[src/rtl/cic_decim_tail_pkg.sv]
// cic_decim_tail_pkg: shared defaults and helpers
// for the CIC decimator tail (downsampler + combs).
package cic_decim_tail_pkg;

  localparam int DEF_DW      = 32;
  localparam int DEF_RATE_DW = 32;
  localparam int DEF_CIC_R   = 10;
  localparam int DEF_CIC_N   = 7;
  localparam int DEF_CIC_M   = 1;

  // A programmed rate of zero behaves as rate one.
  function automatic logic [63:0] eff_rate(
    input logic [63:0] rate
  );
    return (rate == 64'd0) ? 64'd1 : rate;
  endfunction

endpackage

[src/rtl/cic_decim_tail_comb.sv]
// cic_comb_stage: one CIC differentiator,
// y = x - x[n-M], advancing only on input strobes.
module cic_comb_stage
  import cic_decim_tail_pkg::*;
#(
  parameter int SAMP_WIDTH = DEF_DW,
  parameter int CIC_M      = DEF_CIC_M
) (
  input  logic                  clk,
  input  logic                  reset_n,
  input  logic [SAMP_WIDTH-1:0] in_data,
  input  logic                  in_valid,
  output logic [SAMP_WIDTH-1:0] out_data,
  output logic                  out_valid
);

  logic [SAMP_WIDTH-1:0] dly_q [CIC_M];
  logic [SAMP_WIDTH-1:0] dly_d [CIC_M];
  logic [SAMP_WIDTH-1:0] out_q, out_d;
  logic                  valid_q, valid_d;

  // Difference against the oldest tap; shift line on strobe.
  always_comb begin
    dly_d   = dly_q;
    out_d   = out_q;
    valid_d = in_valid;
    if (in_valid) begin
      out_d    = in_data - dly_q[CIC_M-1];
      dly_d[0] = in_data;
      for (int i = 1; i < CIC_M; i++) begin
        dly_d[i] = dly_q[i-1];
      end
    end
  end

  // Stage registers; reset clears all history.
  always_ff @(posedge clk or negedge reset_n) begin
    if (!reset_n) begin
      for (int i = 0; i < CIC_M; i++) begin
        dly_q[i] <= '0;
      end
      out_q   <= '0;
      valid_q <= 1'b0;
    end else begin
      dly_q   <= dly_d;
      out_q   <= out_d;
      valid_q <= valid_d;
    end
  end

  assign out_data  = out_q;
  assign out_valid = valid_q;

endmodule

[src/rtl/cic_decim_tail.sv]
// cic_decim_tail: decimate-by-R then CIC_N combs,
// one registered output per R accepted samples.
module cic_decim_tail
  import cic_decim_tail_pkg::*;
#(
  parameter int DW            = DEF_DW,
  parameter int RATE_DW       = DEF_RATE_DW,
  parameter int CIC_R         = DEF_CIC_R,
  parameter int CIC_N         = DEF_CIC_N,
  parameter int CIC_M         = DEF_CIC_M,
  parameter int VARIABLE_RATE = 1
) (
  input  logic               clk,
  input  logic               reset_n,
  input  logic [DW-1:0]      s_axis_in_tdata,
  input  logic               s_axis_in_tvalid,
  input  logic [RATE_DW-1:0] s_axis_rate_tdata,
  input  logic               s_axis_rate_tvalid,
  output logic [DW-1:0]      m_axis_out_tdata,
  output logic               m_axis_out_tvalid
);

  localparam logic [RATE_DW-1:0] ONE = RATE_DW'(1);

  logic [RATE_DW-1:0] rate_eff;
  logic               rate_load;
  logic [RATE_DW-1:0] cnt_q, cnt_d;
  logic [DW-1:0]      ds_data_q, ds_data_d;
  logic               ds_valid_q, ds_valid_d;
  logic [DW-1:0]      stg_data [CIC_N+1];
  logic [CIC_N:0]     stg_valid;

  if (VARIABLE_RATE != 0) begin : g_var_rate
    logic [RATE_DW-1:0] rate_q, rate_d;

    // A load applies to the sample in the same cycle.
    always_comb begin
      rate_d = rate_q;
      if (s_axis_rate_tvalid) begin
        rate_d = s_axis_rate_tdata;
      end
    end

    // Programmable rate register.
    always_ff @(posedge clk or negedge reset_n) begin
      if (!reset_n) begin
        rate_q <= RATE_DW'(CIC_R);
      end else begin
        rate_q <= rate_d;
      end
    end

    assign rate_load = s_axis_rate_tvalid;
    assign rate_eff  = RATE_DW'(eff_rate(64'(rate_d)));
  end else begin : g_fix_rate
    logic unused_rate;
    assign unused_rate =
      ^{s_axis_rate_tvalid, s_axis_rate_tdata};
    assign rate_load = 1'b0;
    assign rate_eff  = RATE_DW'(eff_rate(64'(CIC_R)));
  end

  // Phase counter; a rate load restarts the period.
  always_comb begin
    cnt_d      = cnt_q;
    ds_data_d  = ds_data_q;
    ds_valid_d = 1'b0;
    if (rate_load) begin
      cnt_d = '0;
      if (s_axis_in_tvalid) begin
        if (rate_eff == ONE) begin
          ds_data_d  = s_axis_in_tdata;
          ds_valid_d = 1'b1;
        end else begin
          cnt_d = ONE;
        end
      end
    end else if (s_axis_in_tvalid) begin
      if (cnt_q == rate_eff - ONE) begin
        ds_data_d  = s_axis_in_tdata;
        ds_valid_d = 1'b1;
        cnt_d      = '0;
      end else begin
        cnt_d = cnt_q + ONE;
      end
    end
  end

  // Downsampler registers.
  always_ff @(posedge clk or negedge reset_n) begin
    if (!reset_n) begin
      cnt_q      <= '0;
      ds_data_q  <= '0;
      ds_valid_q <= 1'b0;
    end else begin
      cnt_q      <= cnt_d;
      ds_data_q  <= ds_data_d;
      ds_valid_q <= ds_valid_d;
    end
  end

  assign stg_data[0]  = ds_data_q;
  assign stg_valid[0] = ds_valid_q;

  for (genvar k = 0; k < CIC_N; k++) begin : g_comb
    cic_comb_stage #(
      .SAMP_WIDTH(DW),
      .CIC_M     (CIC_M)
    ) u_comb (
      .clk      (clk),
      .reset_n  (reset_n),
      .in_data  (stg_data[k]),
      .in_valid (stg_valid[k]),
      .out_data (stg_data[k+1]),
      .out_valid(stg_valid[k+1])
    );
  end

  assign m_axis_out_tdata  = stg_data[CIC_N];
  assign m_axis_out_tvalid = stg_valid[CIC_N];

endmodule

[config.mk]
export PLATFORM = sky130hd
export DESIGN_NAME = cic_decim_tail
export DESIGN_NICKNAME = d
export VERILOG_FILES = /design/src/rtl/cic_decim_tail_pkg.sv /design/src/rtl/cic_decim_tail_comb.sv /design/src/rtl/cic_decim_tail.sv
export SDC_FILE = /design/constraint.sdc
export NUM_CORES = 1
export LEC_CHECK = 0
export ABC_AREA = 1
export CAP_MARGIN = 20
export CORE_UTILIZATION = 43
export DETAILED_ROUTE_END_ITERATION = 12
export SETUP_SLACK_MARGIN = 0.2
export SLEW_MARGIN = 25
export SYNTH_ARGS = -nofsm -noshare
export SYNTH_HDL_FRONTEND = slang
export SYNTH_SLANG_ARGS = --single-unit
[constraint.sdc]
create_clock -name clk -period 3.45 [get_ports clk]
set_clock_uncertainty 0.1 [all_clocks]
set_input_delay 0.5175 -clock clk [delete_from_list [all_inputs] [get_ports clk]]
set_output_delay 0.5175 -clock clk [all_outputs]
set_load 0.02 [all_outputs]
==> impl_metrics.yaml, run 1 <==
logic_synthesis:
  synth_sequential_area_ratio_pct: 41.20
  synth_nets: 4622
  synth-main-ff-cell: "dfrtp_1"
  avgSynthCellArea_um2: 7.750
  syn_inst: 4327
  yosys-top-cells-count: "nand2_1 (1097), inv_1 (600), dfrtp_1 (550), o21ai_0 (510), a21oi_1 (286)"
  synth_edf_count: 0
  synth_area_leader_cell: "dfrtp_1"
  synthArstFlopShare_pct: 100.0
  synth_top_cell_area_share_pct: 41.04
  yosysUniqueCellTypes: 48
  yosys_warnings: 0
  yosysMostFrequentCell: "nand2_1"
  synth_area_um2: 33530
  synthTopCellsByArea: "dfrtp_1 (41%), nand2_1 (12%), ha_1 (8.2%)"
  ys_ff_latch: 552
pwr:
  p_switching_uw: 17300
  fin_total_pwr_uw: 39160
  power_density_nw_per_um2: 987.3
  clkPwrFrac_pct: 18.5
  internal-power_uw: 21860
  irDropWorstVdd_mv: 0.4293
  netSwitchingFraction_pct: 44.17
  p_leak_uw: 0.01921
  pwr-share-comb_pct: 55.5
  pwr-share-seq_pct: 26.1
cells_and_area:
  synthToLayoutAreaGrowth_pct: 18.27
  drive_gt1_share_pct: 10.03
  final_util_pct: 51.28
  nNetsFinal: 4838
  fill_cells: 7494
clocking:
  numCtsBuffers: 66
  cts_tree: "yes"
  cts.clk_slew.worst_paths_ps: 60
  clk_latency_ps: 620
  cts.sinks: 552
  cts-root-buf: "clkbuf_16"
  cts_buffer_depth: 3
  htree_levels: 3
critical_path:
  slowest_delay_ps: 530
  crit_path_end_kind: "flip-flop"
  cp_data_required_time_ps: 3850
  cp_max_fo: 8
  crit_arrival_ps: 3720
  worst_setup_path_start_kind: "flip-flop"
  cpMaxStageDelayCell: "dfstp_2"
  crit_type: "flip-flop to flip-flop"
status:
  status: "finished, final reports clean"
timing:
  max_freq_mhz: 300.7
  rsz0062_at_grt: "true"
  final_max_slew_viol_count: 0
  hold_viol: 0
  slew-limit-headroom_pct: 30.00
  setup_violations: 0
  tightest_slew_ps: 1049
  period_share_pct: 96.40
  period_needed_ps: 3326
placement:
  portBuffers: 100
  dp_hpwl_um: 61190
  gp_congestion: 0.8685
routing:
  drc: 0
  drt_iter0_drc: 1642
  dr.pass1.iters: 5
  wl_um: 81620
  via_per_inst: 4.958
  ant_nets: 0
  num_vias: 27950
  wire_per_inst_um: 14.48
global_route:
  top_usage_layer: "met2"
  grt_max_degree: 84
  grt_pass1_wl_um: 136400
  antenna_found_initial: 2
  grt_pass1_vias: 27120
  met3_usage_pct: 2.635
  track_usage_pct: 20.97
  gr-total-overflow: 0
  grtUsageMet2_pct: 34.60
  met1_usage_pct: 28.76
min_path:
  hp-class: "primary input to flip-flop"
floorplan:
  dieArea_um2: 79100
  die_w_um: 281.3
  coreArea_um2: 77340
  die_y_um: 281.3
  row_count: 102
  io_pins: 101
  initial_core_util_pct: 43.36
run:
  maxCapViolations: 0
-- flip-flops by register name, summed over array words and instances, names as in the netlist --
name                     flops
cnt_q                       32
ds_data_q                   32
ds_valid_q                   1
g_comb.u_comb.dly_q        224
g_comb.u_comb.out_data     224
g_comb.u_comb.out_valid      7
g_var_rate.rate_q           32
-- through the flow --
stage          TNS [ps]  cell area, um^2  std cells  hold WS [ps]  setup WS (ps)
2_1_floorplan         0            33750       4327         121.9          27.88
3_3_place_gp     -22810            36770       5495         365.6         -407.1
3_5_place_dp     -26460            36770       5495         366.8         -471.7
4_1_cts               0            39120       5619         329.6          167.8
5_1_grt           -3033            39660       5637         351.5         -94.41
6_report              0            39660       5637         362.5          124.4
-- metal layers --
layer / part of all wire [%] / vias to the layer above
met4: 2.4 / 0
met3: 3.0 / 127
li1: - / 14570
met1: 48 / 12880
met2: 47 / 368
met5: 0 / -
-- cells in the final DEF, fill, tap and decap left out, drive strengths merged --
master and instances:
dfrtp 550, clkinv 19, o21a 14, clkbuf 94, diode 2, a21o 21
a21boi 19, xnor3 5, nor2 221, nor4b 1, ha 220, o21ai 519
xor2 115, nand3b 10, a21oi 286, and2 1, nand3 161, o221ai 5
a221oi 19, bufinv 8, o22ai 7, dfstp 2, clkdlybuf4s50 98, nor4 9
o21bai 20, inv 610, xnor2 92, o31ai 3, dlygate4sd3 1, o221a 7
clkinvlp 4, nor3b 3, nand2 1114, buf 156, or2 33, o2111ai 2
a31oi 49, nand4 43, nor3 47, fa 7
-- layout make-up --
class | count | area [um^2] | share of cell area, %
clock buffer | 88 | 1826 | 4.603
multi-input combinational | 3053 | 17480 | 44.08
sequential | 552 | 13820 | 34.86
antenna | 2 | 5.005 | 0.01262
inverter | 609 | 2293 | 5.783
clock inverter | 32 | 422.9 | 1.066
timing repair buffer | 261 | 2504 | 6.313
tap | 1040 | 1301 | 3.281
-- repair_timing --
action,4_1_cts,5_1_grt
pin swaps,3,24
endpoints found under the setup margin,70,99
hold buffers,1,0
buffers inserted,1,4
cloned,2,12
hold endpoints to repair,67,0
resized for setup,17,109
-- worst max-delay path, delay by kind of cell (launching register included) --
family,cells,cell delay (ps)
adders and majority gates,1,120
and+or+nand+nor,19,2000
xor gates and xnor gates,2,320
DFF,1,530
buffers and inverters,3,140
-- final timing paths --
kind                                           start                            end  slack (ps)  cells after the start
worst min register to register          ds_data_q[0]                   ds_data_q[0]         380                      2
min in group asynchronous                    reset_n  g_comb[6].u_comb.out_data[26]         370                      2
worst max-delay path            g_var_rate.rate_q[3]                   ds_data_q[6]         120                     25
worst min-delay path             s_axis_in_tdata[15]                  ds_data_q[15]         360                      3
max in group asynchronous                    reset_n     g_comb[1].u_comb.dly_q[29]        1870                      3
worst max register to register  g_var_rate.rate_q[3]                   ds_data_q[6]         120                     25
-- power groups by stage --
stage	sequential (uW)	clock [uW]	combinational [uW]
after floorplan	10000	0	15700
after global placement	10300	0	21200
after detailed placement	10300	0	21400
after CTS	10300	7430	21600
after global routing	10500	7670	24800
final	10200	7230	21700
-- cells by family (layout without fill, tap and decap cells) --
group	after synthesis	after routing	share of synthesized area, %
xor gates and xnor gates	212	212	5.742
adders and majority gates	227	227	8.627
DFF	552	552	41.20
and+or+nand+nor	1637	1643	20.22
buffers and inverters	728	990	8.425
other	0	2	0
AOI/OAI and AO/OA	971	971	15.79
Power figures use the tool's default switching activity.
==> run 2: changes to the inputs <==
Settings changed: CTS_CLUSTER_SIZE set to 24.
==> run 2 against run 1 <==
  * Die area unchanged
  * Power rose by 0.10%
  * Sequential cell count unchanged
  * Critical path depth did not move
  * Setup slack worse by 19 ps
  * Cell count about the same
  * Highest routed layer unchanged
  * Combinational power is essentially flat
  * Hold slack worse by 4.0 ps
  * Final area is 0.29% higher
  * Routed wire length rose by 0.34%
  * Clock power hardly changed
==> impl_metrics.yaml, run 2 (synthesis gave the netlist of run 1 again) <==
status:
  status: "finished, final reports clean"
pwr:
  pwr-share-comb_pct: 55.4
  p_leak_uw: 0.01921
  internal-power_uw: 21890
  fin_total_pwr_uw: 39200
  pwr-share-seq_pct: 26.0
  p_switching_uw: 17310
  power_density_nw_per_um2: 985.5
  netSwitchingFraction_pct: 44.16
  clkPwrFrac_pct: 18.5
  irDropWorstVdd_mv: 0.4341
placement:
  placed_area_um2: 36770
  gp_congestion: 0.8685
  placed_cells: 5495
  dp_hpwl_um: 61190
  portBuffers: 100
  place_ws_ps: -471.7
routing:
  dr.pass1.iters: 5
  wl_um: 81900
  wire_per_inst_um: 14.53
  ant_nets: 0
  drc: 0
  drt_iter0_drc: 1722
  num_vias: 27900
  via_per_inst: 4.949
timing:
  rsz0062_at_grt: "true"
  period_needed_ps: 3345
  period_share_pct: 96.96
  tightest_slew_ps: 807.6
  slew-limit-headroom_pct: 46.16
  hold_viol: 0
  layout_setup_ws_ps: 104.9
  setup_violations: 0
  final_max_slew_viol_count: 0
  max_freq_mhz: 298.9
clocking:
  cts-root-buf: "clkbuf_16"
  cts_buffer_depth: 3
  cts.clk_slew.worst_paths_ps: 60
  htree_levels: 3
  clk_latency_ps: 620
  numCtsBuffers: 66
  cts.sinks: 552
  cts_tree: "yes"
floorplan:
  die_w_um: 281.3
  row_count: 102
  die_y_um: 281.3
  initial_core_util_pct: 43.36
  coreArea_um2: 77340
  dieArea_um2: 79100
  io_pins: 101
global_route:
  track_usage_pct: 20.98
  grtUsageMet2_pct: 34.60
  met1_usage_pct: 28.77
  grt_max_degree: 84
  gr-total-overflow: 0
  grt_pass1_wl_um: 136400
  grt_pass1_vias: 27130
  antenna_found_initial: 2
  top_usage_layer: "met2"
  met3_usage_pct: 2.635
cells_and_area:
  mostFrequentLayoutCells: "nand2_1 (1048), inv_1 (598), dfrtp_1 (543)"
  synthToLayoutAreaGrowth_pct: 18.61
  layout.cells.non_filler: 5638
  fin_area_um2: 39770
  final_common_cell: "nand2_1"
  nNetsFinal: 4839
  drive_gt1_share_pct: 10.36
critical_path:
  cpMaxStageDelayCell: "dfstp_2"
  cp_max_fo: 8
  crit_type: "flip-flop to flip-flop"
  critPathBufInv: 3
  crit_arrival_ps: 3740
  slowest_delay_ps: 530
  crit_path_end_kind: "flip-flop"
  cp_top_family: "simple AND/OR/NAND/NOR gates"
  cp_data_required_time_ps: 3840
  reg2reg_slack_ps: 100
  worst_setup_path_start_kind: "flip-flop"
  path_common_cell: "nand2_2"
min_path:
  hp-class: "primary input to flip-flop"
run:
  maxCapViolations: 0
-- run 2: through the flow --
| stage | hold WS [ps] | TNS, ps | utilization (%) |
|---|---|---|---|
| detailed placement | 366.8 | -26460 | 47.54 |
| finish | 358.4 | 0 | 51.43 |
| global placement | 365.6 | -22810 | 47.54 |
| floorplan | 121.9 | 0 | - |
| global route | 352.3 | -3470 | 51.43 |
| CTS | 328.1 | 0 | 50.60 |
-- run 2: layout make-up --
cell class                 instances  area (um^2)
tap                             1040         1301
clock inverter                    31        417.9
inverter                         609         2293
multi-input combinational       3053        17580
sequential                       552        13820
fill                            7496        37560
clock buffer                      89         1839
timing repair buffer             262         2509
antenna                            2        5.005
-- run 2: power by group through the flow --
stage               clock [uW]  combinational (uW)  sequential (uW)
finish                    7250               21700            10200
detailed placement           0               21400            10300
floorplan                    0               15700            10000
global placement             0               21200            10300
global route              7690               24800            10500
CTS                       7450               21600            10300
-- run 2: metal layers --
metal  wire length (um)  vias to the layer above  share of wire [%]
met2              38610                      361                 47
met5                  0                        -                  0
met4               1850                        0                2.3
met1              39130                    12840                 48
met3               2301                      124                2.8
li1                   -                    14580                  -
-- run 2: final timing paths --
check / to / start / cells past startpoint
max in group asynchronous: g_comb[1].u_comb.dly_q[29] / reset_n / 3
worst min-delay path: ds_data_q[15] / s_axis_in_tdata[15] / 3
worst max register to register: ds_data_q[12] / g_var_rate.rate_q[3] / 25
min in group asynchronous: g_comb[6].u_comb.out_data[26] / reset_n / 2
worst max-delay path: ds_data_q[12] / g_var_rate.rate_q[3] / 25
worst min register to register: g_comb[6].u_comb.out_data[25] / g_comb[6].u_comb.out_data[25] / 2
-- run 2: worst min-delay path: cells and delay by family --
family | cells | cell delay [ps]
buf+inv | 1 | 400
simple gates | 2 | 130
-- run 2: timing repair --
item,4_1_cts,5_1_grt
hold buffers,1,0
buffers inserted,1,4
pin swaps,2,26
gates cloned,2,13
hold endpoints to repair,67,0
endpoints found under the setup margin,70,99
gates resized for setup,17,130
